<file path="src/rtl/mem_lsu_pkg.sv">
// Shared definitions for the memory load/store unit: memop codes, FSM state
// encoding and bus widths.
package mem_lsu_pkg;

    localparam int DATA_W = 32;
    localparam int ADDR_W = 32;
    localparam int SEL_W  = 4;
    localparam int REG_W  = 5;
    localparam int OP_W   = 8;

    localparam logic [OP_W-1:0] ALUOP_NOP = 8'h00;
    localparam logic [OP_W-1:0] ALUOP_LB  = 8'h20;
    localparam logic [OP_W-1:0] ALUOP_LH  = 8'h21;
    localparam logic [OP_W-1:0] ALUOP_LW  = 8'h23;
    localparam logic [OP_W-1:0] ALUOP_LBU = 8'h24;
    localparam logic [OP_W-1:0] ALUOP_LHU = 8'h25;
    localparam logic [OP_W-1:0] ALUOP_SB  = 8'h28;
    localparam logic [OP_W-1:0] ALUOP_SH  = 8'h29;
    localparam logic [OP_W-1:0] ALUOP_SW  = 8'h2b;

    typedef enum logic [1:0] {
        IDLE = 2'd0,
        BUSY = 2'd1,
        DONE = 2'd2
    } lsu_state_e;

endpackage

</file>
<file path="src/rtl/mem_lsu_align.sv">
// lsu_align: purely combinational lane logic for the load/store unit.
// Decodes the memop, picks byte lanes, replicates store data and
// extends load data. Optional MEM_ALIGN_CHECK_EN adds a misalign flag.
module lsu_align
    import mem_lsu_pkg::*;
(
    input  logic [OP_W-1:0]   memop,
    input  logic [1:0]        addr_lo,
    input  logic [DATA_W-1:0] reg2,
    input  logic [DATA_W-1:0] rdata,
    output logic              is_mem,
    output logic              is_load,
    output logic [SEL_W-1:0]  sel,
    output logic [DATA_W-1:0] st_data,
    output logic [DATA_W-1:0] ld_data
`ifdef MEM_ALIGN_CHECK_EN
    ,
    output logic              misalign
`endif
);

    logic [7:0]  ld_byte;
    logic [15:0] ld_half;
    logic [3:0]  byte_sel;

    // Lane extraction from the read word and one-hot byte lane (little-endian).
    always_comb begin
        ld_byte  = rdata[7:0];
        byte_sel = 4'b0001;
        case (addr_lo)
            2'd0: begin ld_byte = rdata[7:0];   byte_sel = 4'b0001; end
            2'd1: begin ld_byte = rdata[15:8];  byte_sel = 4'b0010; end
            2'd2: begin ld_byte = rdata[23:16]; byte_sel = 4'b0100; end
            default: begin ld_byte = rdata[31:24]; byte_sel = 4'b1000; end
        endcase
        ld_half = addr_lo[1] ? rdata[31:16] : rdata[15:0];
    end

    // Memop decode: class, lane select, store replication, load extension.
    always_comb begin
        is_mem  = 1'b1;
        is_load = 1'b0;
        sel     = '0;
        st_data = reg2;
        ld_data = rdata;
        case (memop)
            ALUOP_LB: begin
                is_load = 1'b1;
                sel     = byte_sel;
                ld_data = {{24{ld_byte[7]}}, ld_byte};
            end
            ALUOP_LBU: begin
                is_load = 1'b1;
                sel     = byte_sel;
                ld_data = {24'd0, ld_byte};
            end
            ALUOP_LH: begin
                is_load = 1'b1;
                sel     = addr_lo[1] ? 4'b1100 : 4'b0011;
                ld_data = {{16{ld_half[15]}}, ld_half};
            end
            ALUOP_LHU: begin
                is_load = 1'b1;
                sel     = addr_lo[1] ? 4'b1100 : 4'b0011;
                ld_data = {16'd0, ld_half};
            end
            ALUOP_LW: begin
                is_load = 1'b1;
                sel     = 4'b1111;
            end
            ALUOP_SB: begin
                sel     = byte_sel;
                st_data = {4{reg2[7:0]}};
            end
            ALUOP_SH: begin
                sel     = addr_lo[1] ? 4'b1100 : 4'b0011;
                st_data = {2{reg2[15:0]}};
            end
            ALUOP_SW: begin
                sel     = 4'b1111;
            end
            default: begin
                is_mem  = 1'b0;
            end
        endcase
    end

`ifdef MEM_ALIGN_CHECK_EN
    // Halfwords need an even address, words a 4-byte aligned one.
    always_comb begin
        misalign = 1'b0;
        case (memop)
            ALUOP_LH, ALUOP_LHU, ALUOP_SH: misalign = addr_lo[0];
            ALUOP_LW, ALUOP_SW:            misalign = |addr_lo;
            default:                       misalign = 1'b0;
        endcase
    end
`endif

endmodule

</file>
<file path="src/rtl/mem_lsu.sv">
// mem_lsu: MEM-stage load/store unit. Runs a three-state FSM
// (IDLE -> BUSY -> DONE) around a req/ack data bus and formats writeback.
// Optional feature macro: MEM_ALIGN_CHECK_EN (adds exc_adel/exc_ades and
// suppresses misaligned accesses).
//
// Bus handshake: dbus_req is raised on the edge entering BUSY together with
// registered dbus_we/sel/addr/wdata; all of them hold steady until the
// cycle in which the slave pulses dbus_ack (rdata valid in that same
// cycle). dbus_req drops on that edge. dbus_ack is ignored unless in BUSY.
module mem_lsu
    import mem_lsu_pkg::*;
(
    input  logic              clk,
    input  logic              rst,
    input  logic [REG_W-1:0]  mem_wd,
    input  logic              mem_wreg,
    input  logic [DATA_W-1:0] mem_wdata,
    input  logic [OP_W-1:0]   mem_memop,
    input  logic [ADDR_W-1:0] mem_maddr,
    input  logic [DATA_W-1:0] mem_reg2,
    input  logic              stall_in,
    output logic [REG_W-1:0]  wb_wd,
    output logic              wb_wreg,
    output logic [DATA_W-1:0] wb_wdata,
    output logic              stallreq_mem,
    output logic              dbus_req,
    output logic              dbus_we,
    output logic [SEL_W-1:0]  dbus_sel,
    output logic [ADDR_W-1:0] dbus_addr,
    output logic [DATA_W-1:0] dbus_wdata,
    input  logic              dbus_ack,
    input  logic [DATA_W-1:0] dbus_rdata,
`ifdef MEM_ALIGN_CHECK_EN
    output logic              exc_adel,
    output logic              exc_ades,
`endif
    output lsu_state_e        dbg_state
);

    lsu_state_e        state_q, state_d;
    logic              req_q, req_d;
    logic              we_q, we_d;
    logic [SEL_W-1:0]  sel_q, sel_d;
    logic [ADDR_W-1:0] addr_q, addr_d;
    logic [DATA_W-1:0] wdata_q, wdata_d;
    logic [DATA_W-1:0] ld_buf_q, ld_buf_d;
    logic              load_q, load_d;
    logic              stall_c;

    logic              is_mem, is_load;
    logic [SEL_W-1:0]  sel;
    logic [DATA_W-1:0] st_data, ld_data;
    logic              bad_op;
    logic              mem_go;

`ifdef MEM_ALIGN_CHECK_EN
    logic misalign;
`endif

    lsu_align u_align (
        .memop   (mem_memop),
        .addr_lo (mem_maddr[1:0]),
        .reg2    (mem_reg2),
        .rdata   (dbus_rdata),
        .is_mem  (is_mem),
        .is_load (is_load),
        .sel     (sel),
        .st_data (st_data),
        .ld_data (ld_data)
`ifdef MEM_ALIGN_CHECK_EN
        ,
        .misalign(misalign)
`endif
    );

`ifdef MEM_ALIGN_CHECK_EN
    assign bad_op   = is_mem & misalign;
    assign exc_adel = bad_op & is_load;
    assign exc_ades = bad_op & ~is_load;
`else
    assign bad_op   = 1'b0;
`endif

    // A misaligned op (when checked) never touches the bus.
    assign mem_go    = is_mem & ~bad_op;
    assign dbg_state = state_q;

    // State and bus registers; reset clears everything immediately.
    always_ff @(posedge clk or negedge rst) begin
        if (!rst) begin
            state_q  <= IDLE;
            req_q    <= 1'b0;
            we_q     <= 1'b0;
            sel_q    <= '0;
            addr_q   <= '0;
            wdata_q  <= '0;
            ld_buf_q <= '0;
            load_q   <= 1'b0;
        end else begin
            state_q  <= state_d;
            req_q    <= req_d;
            we_q     <= we_d;
            sel_q    <= sel_d;
            addr_q   <= addr_d;
            wdata_q  <= wdata_d;
            ld_buf_q <= ld_buf_d;
            load_q   <= load_d;
        end
    end

    // Next-state logic: launch in IDLE, wait for ack in BUSY, drain in DONE.
    always_comb begin
        state_d  = state_q;
        req_d    = req_q;
        we_d     = we_q;
        sel_d    = sel_q;
        addr_d   = addr_q;
        wdata_d  = wdata_q;
        ld_buf_d = ld_buf_q;
        load_d   = load_q;
        stall_c  = 1'b0;
        case (state_q)
            IDLE: begin
                if (mem_go) begin
                    stall_c = 1'b1;
                    state_d = BUSY;
                    req_d   = 1'b1;
                    we_d    = ~is_load;
                    sel_d   = sel;
                    addr_d  = {mem_maddr[ADDR_W-1:2], 2'b00};
                    wdata_d = is_load ? '0 : st_data;
                    load_d  = is_load;
                end
            end
            BUSY: begin
                stall_c = 1'b1;
                if (dbus_ack) begin
                    state_d = DONE;
                    req_d   = 1'b0;
                    if (load_q) begin
                        ld_buf_d = ld_data;
                    end
                end
            end
            DONE: begin
                if (!stall_in) begin
                    state_d = IDLE;
                end
            end
            default: begin
                state_d = IDLE;
            end
        endcase
    end

    // Writeback mux: pass-through for non-memory ops, bubble while the access
    // is in flight, load buffer / ALU result once DONE; zeroed in reset.
    always_comb begin
        wb_wd        = mem_wd;
        wb_wreg      = mem_wreg;
        wb_wdata     = mem_wdata;
        stallreq_mem = stall_c;
        if (state_q == DONE) begin
            wb_wreg  = load_q & mem_wreg;
            wb_wdata = load_q ? ld_buf_q : mem_wdata;
        end else if (state_q == BUSY || mem_go || bad_op) begin
            wb_wreg  = 1'b0;
        end
        if (!rst) begin
            wb_wd        = '0;
            wb_wreg      = 1'b0;
            wb_wdata     = '0;
            stallreq_mem = 1'b0;
        end
    end

    assign dbus_req   = req_q;
    assign dbus_we    = we_q;
    assign dbus_sel   = sel_q;
    assign dbus_addr  = addr_q;
    assign dbus_wdata = wdata_q;

endmodule

</file>
<file path="config.mk">
export PLATFORM = sky130hd
export DESIGN_NAME = mem_lsu
export DESIGN_NICKNAME = d
export VERILOG_FILES = /design/src/rtl/mem_lsu_pkg.sv /design/src/rtl/mem_lsu_align.sv /design/src/rtl/mem_lsu.sv
export SDC_FILE = /design/constraint.sdc
export NUM_CORES = 1
export LEC_CHECK = 0
export CORE_MARGIN = 1.5
export CORE_UTILIZATION = 42
export CTS_CLUSTER_SIZE = 40
export DETAILED_ROUTE_END_ITERATION = 7
export PLACE_DENSITY = 0.92
export SLEW_MARGIN = 20
export SYNTH_ARGS = -nofsm -noshare
export SYNTH_HDL_FRONTEND = slang
export SYNTH_SLANG_ARGS = --single-unit
</file>
<file path="constraint.sdc">
create_clock -name clk -period 2.25 [get_ports clk]
set_input_delay 0.3375 -clock clk [delete_from_list [all_inputs] [get_ports clk]]
set_output_delay 0.3375 -clock clk [all_outputs]
set_load 0.03 [all_outputs]
</file>
**Yosys cells after proc, flatten, opt, wreduce, memory -nomap -nowiden**

Index checks and enable logic that the tools add are counted.

- Memories: 0
- Output and inout port bits: 111
- Input port bits: 146
- ROM bits: 0
- Memory bits (writable): 0
- Register bits: 103
- Logic and storage cells: 65
- Bits in latches: 0

- Bitwise operators: 2
- Order comparisons: 0
- Div/mod/pow operators: 0
- Multiply operators: 0
- Add/subtract/negate cells: 0
- Shifts and indexed selects: 0
- Multiplexer cells: 27
- Equal/unequal tests: 15
- Reduce and logical (&&, ||, !) cells: 13

Operator list:

| cell | count |
|---|---|
| 32-bit two-way mux | 4 |
| 32-bit one-hot mux with 4 select lines | 1 |
| 8-bit by 6-bit equality test with 1-bit output (second input constant) | 8 |
| 32-bit one-hot mux with 2 select lines | 1 |
| 4-bit one-hot mux with 3 select lines | 2 |
| 8-bit one-hot mux with 3 select lines | 1 |
| 16-bit two-way mux | 1 |
| 1-bit two-way mux | 9 |
| 3-bit AND reduction | 3 |
| 8-bit OR reduction | 1 |
| 2-bit two-way mux | 3 |
| 2-bit != test (second input constant) | 3 |
| 2-bit one-hot mux with 3 select lines | 1 |
| 3-bit OR reduction | 2 |
| 5-bit two-way mux | 1 |
| 5-bit OR reduction | 1 |
| 2-bit by 1-bit equality test with 1-bit output (second input constant) | 2 |
| 2-bit equality test (second input constant) | 2 |
| 2-bit logical NOT | 2 |
| 4-bit two-way mux | 1 |
| 1-bit one-hot mux with 2 select lines | 2 |
| 2-bit AND reduction | 1 |
| 2-bit nonzero test | 1 |
| 2-bit OR reduction | 1 |
| other kinds (3) | 3 |

**Logic depth before layout (Yosys ltp)**

- Depth in word-level cells: 7
- Depth in mapped cells: 8
- Gate-level depth less buffers: 4

**Cells and area by module**

From an unflattened synthesis, not the netlist that was laid out.

- Cells, all modules: 597
- Area total of the unflattened synthesis: 6088.3 sq um

By module, submodules not included:

| module | area each (sq um) | sequential area each (sq um) | cells an instance | instances |
|---|---|---|---|---|
| mem_lsu | 4722.0 | 2577.5 | 423 | 1 |
| lsu_align | 1366.3 | 0.0 | 174 | 1 |

**Least setup slack after synthesis**

Ideal clock, no wire load.

- Path kind: flip-flop to output port
- From: register state_q[1] (netlist: dbg_state[1])
- To: output port wb_wdata[10]
- Required time: 1.913 ns
- Setup slack: -0.398 ns
- Data arrival time: 2.310 ns
- Cell stages (with the launch flop): 8
- Buffers on the path: 3
- Cell sequence: dfrtp_1 clkbuf_1 nor2b_1 and2_1 clkbuf_1 clkbuf_1 nand2_1 a21boi_0

- Word-level cells in the longest chain between the ends: 3

Ends and longest elaborated chain:

| item | RTL line | text |
|---|---|---|
| from (decl) | mem_lsu.sv:40 | `lsu_state_e state_q, state_d;` |
| from (signal assigned) | mem_lsu.sv:100 | `state_q <= state_d;` |
| 2-bit equality test | mem_lsu.sv:163 | `if (state_q == DONE) begin` |
| 32-bit two-way mux | mem_lsu.sv:163 |  |
| 32-bit two-way mux | mem_lsu.sv:169 | `if (!rst) begin` |
| to (decl) | mem_lsu.sv:24 | `output logic [DATA_W-1:0] wb_wdata,` |

Every way passes these cells.

**Worst setup path after layout**

- From: input port mem_memop[6]
- To: output port wb_wreg

- Word-level cells in the longest chain between the ends: 7
- Elaborated cells between the ends (all ways): 14
- Those cells by class: eq/ne (8); mux (4); reduce/logical (2)

Ends and longest elaborated chain:

| item | RTL line | text |
|---|---|---|
| from (decl) | mem_lsu.sv:18 | `input logic [OP_W-1:0] mem_memop,` |
| 8-bit by 6-bit equality test with 1-bit output | mem_lsu_align.sv:46 | `case (memop)` |
| 8-bit OR reduction (no source line) * | - |  |
| 1-bit two-way mux * | mem_lsu_align.sv:46 |  |
| 1-bit logical OR * | mem_lsu.sv:166 | `end else if (state_q == BUSY \|\| mem_go \|\| bad_op) begin` |
| 1-bit two-way mux * | mem_lsu.sv:166 |  |
| 1-bit two-way mux * | mem_lsu.sv:163 |  |
| 1-bit two-way mux * | mem_lsu.sv:169 |  |
| to (decl) | mem_lsu.sv:23 | `output logic wb_wreg,` |

Every way passes the cells marked *; elsewhere a longest branch is shown, timed or not.

==> impl_metrics.ini <==
[run_status]
status = finished clean

[synthesis]
postSynth.asyncResetShare_pct = 100.0
synthCells = 623
ys_ff_latch = 103
synthTopCellsByArea = dfrtp_1 (45%), nand2_1 (8.8%), mux2_2 (8.1%)
ys.flop_type = dfrtp_1
netlist_area_um2 = 5700
synth_cell_types = 48
syn_avg_cell_area_um2 = 9.150
yosysWarnings = 0
synth-edff-count = 0
ys_top_cells_by_count = nand2_1 (133), dfrtp_1 (103), o21ai_0 (52), mux2_2 (41), nor2_1 (39)
synth_most_common_cell = nand2_1
yosysSeqAreaShare_pct = 45.22
yosysTopAreaCell = dfrtp_1
synth_top_area_share_pct = 45.22

[global_route]
grt-ovfl-total = 0
grt_pass1_wl_um = 31360
grt_pass1_vias = 6143
grt_start_max_net_pins = 63
antenna_found_initial = 0
track_usage_pct = 28.11

[worst_setup_path]
start_kind = input port
crit_top_cell = buf_4
cp_slowest_cell = clkdlybuf4s50_1
arrival_ps = 1890
critical_path.max_fanout = 2
worst_setup_path_end_kind = primary output
crit_required_ps = 1910
crit_chain = clkdlybuf4s50_1 -> buf_4 -> nor4b_4 -> buf_4 -> o21a_4 -> o21ai_1 -> and3_1 -> buf_6
max_stage_delay_ps = 450
critical_path_class = input port to primary output

[clock_network]
htreeDepth = 3
tritoncts = built
clk_latency_ps = 360
numCtsBuffers = 9
clk_pin_slew_ps = 70
ctsLongestPathBuffers = 2
cts.sinks = 103
root_buffer = clkbuf_16

[route]
vias = 5865
drc = 0
dr.pass1.iters = 5
wl_um = 19950
viasPerCell = 5.549
dr.first_iter.drc_count = 430
avgRoutedWirePerCell_um = 18.87
final_antenna_net_count = 0

[sta]
rsz0062_at_grt = no
setup_viol_count_final = 0
hold-worst-slack_ps = 482.9
hold_viol = 0
finalCritPeriodShare_pct = 98.94
finalCriticalPeriod_ps = 2226
skew_ps = 7.164
drv_slew = 0
max_freq_mhz = 449.2

[die]
die-area_um2 = 14280
die_width_um = 119.5
core_um2 = 13240
start_util_pct = 43.05
fp.dieH_um = 119.5
io_pins = 257
rows = 42

[run]
maxCapViolCount = 0

[cells_and_area]
fill_cells = 961
diodes = 0
seqCellArea_um2 = 2577
syn2layout_area_growth_pct = 62.88
drive_above_1_share_pct = 21.11
design_area_um2 = 9285
multi_input_area_um2 = 3236
final_nets = 1022

[power]
power_density_nw_per_um2 = 630.5
leakage_nw = 4.095
peakVddDrop_mv = 0.6007

[placed_design]
hpwl_um = 14590
postPlaceCellArea_um2 = 8911
gp_congestion = 0.8945
portBuffers = 254

[hold_path]
hold_path.class = register to register
per-layer routing:
| layer | GRT usage (%) | wire [µm] | part of all wire [%] | vias to the layer above |
|---|---|---|---|---|
| li1 | - | - | - | 2669 |
| met1 | 30.79 | 7106 | 36 | 2806 |
| met2 | 50.04 | 10200 | 51 | 342 |
| met3 | 8.317 | 2007 | 10 | 48 |
| met4 | 12.95 | 637 | 3.2 | 0 |
| met5 | 0 | 0 | 0 | - |
critical path: cells and delay by family:
kind,cells,cell delay [ps]
buffers and inverters,4,920
AND/OR/NAND/NOR,2,440
AO/OA/AOI/OAI,2,190
layout make-up:
cell class                 instances  share of cell area, %
timing repair buffer             295                  31.44
inverter                           5                 0.2021
multi-input combinational        462                  34.85
clock buffer                      10                  2.574
sequential                       103                  27.76
clock inverter                     6                 0.8085
tap                              176                  2.372
registers in the layout, summed over array words and instances, names as in the netlist:
name / cells
dbg_state: 2
dbus_addr: 30
dbus_req: 1
dbus_sel: 4
dbus_wdata: 32
dbus_we: 1
ld_buf_q: 32
load_q: 1
power breakdown:
group | switching [mW] | internal [mW] | total, mW
registers | 0.141 | 2.08 | 2.22
clock network | 0.756 | 0.912 | 1.67
logic | 1.01 | 0.951 | 1.96
total | 1.91 | 3.95 | 5.85
path summary, 6_finish.rpt:
| path | slack [ps] | startpoint | cells past startpoint | to |
|---|---|---|---|---|
| max | 20 | mem_memop[6] | 8 | wb_wreg |
| min | 480 | dbus_wdata[23] | 2 | dbus_wdata[23] |
| max reg2reg | 400 | dbg_state[1] | 4 | dbus_wdata[17] |
| min reg2reg | 480 | dbus_wdata[23] | 2 | dbus_wdata[23] |
| max in group asynchronous | 1070 | rst | 3 | dbus_addr[13] |
| min in group asynchronous | 520 | rst | 2 | ld_buf_q[20] |
repair_timing:
| item | CTS | global route |
|---|---|---|
| gates resized for setup | 8 | 4 |
| hold buffers | 1 | 0 |
| endpoints found under the setup margin | 2 | 4 |
| pin swaps | 1 | 1 |
| endpoints found under the hold margin | 20 | 0 |
| setup buffers | 0 | 1 |
through the flow:
| step | power [mW] | setup TNS [ps] | setup WS, ps | std cells | utilization [%] |
|---|---|---|---|---|---|
| global placement | 4.148 | -14090 | -310.2 | 1039 | 67.29 |
| floorplan | 3.202 | -45.28 | -45.28 | 624 | - |
| CTS | 5.882 | 0 | 22.02 | 1056 | 69.98 |
| detailed placement | 4.199 | -16090 | -297.3 | 1039 | 67.29 |
| finish | 5.854 | 0 | 23.80 | 1057 | 70.12 |
| global route | 6.077 | 0 | 9.497 | 1057 | 70.12 |
layout by cell type, fill, tap and decap left out, types with 3 or more instances in the layout:
master and n:
and2_1 6, or2_2 4, buf_12 12, clkbuf_16 9, o21ai_0 51, dfrtp_1 103, inv_1 5, o21a_1 9
nand3_1 32, mux2_2 41, nor2b_1 5, nor4b_1 7, mux4_2 7, clkdlybuf4s50_1 212, a21boi_4 29, a31oi_1 3
o211ai_1 4, buf_4 64, buf_6 4, a22o_1 10, nand2_1 133, nand2b_1 5, o31ai_1 8, nor3_1 16
mux2i_1 12, nor2_1 39, a21oi_1 5, o41ai_1 3
kinds of logic (layout without fill, tap and decap cells):
| kind of cell | after synthesis | count (layout) | synth area share, % |
|---|---|---|---|
| flops | 103 | 103 | 45.22 |
| buf+inv | 59 | 316 | 4.499 |
| simple gates | 260 | 260 | 20.85 |
| xor+xnor | 1 | 1 | 0.1537 |
| other cells | 1 | 2 | 0.06578 |
| mux | 60 | 60 | 12.97 |
| compound gates | 139 | 139 | 16.24 |
No activity file was read; power rests on OpenSTA's default activity.
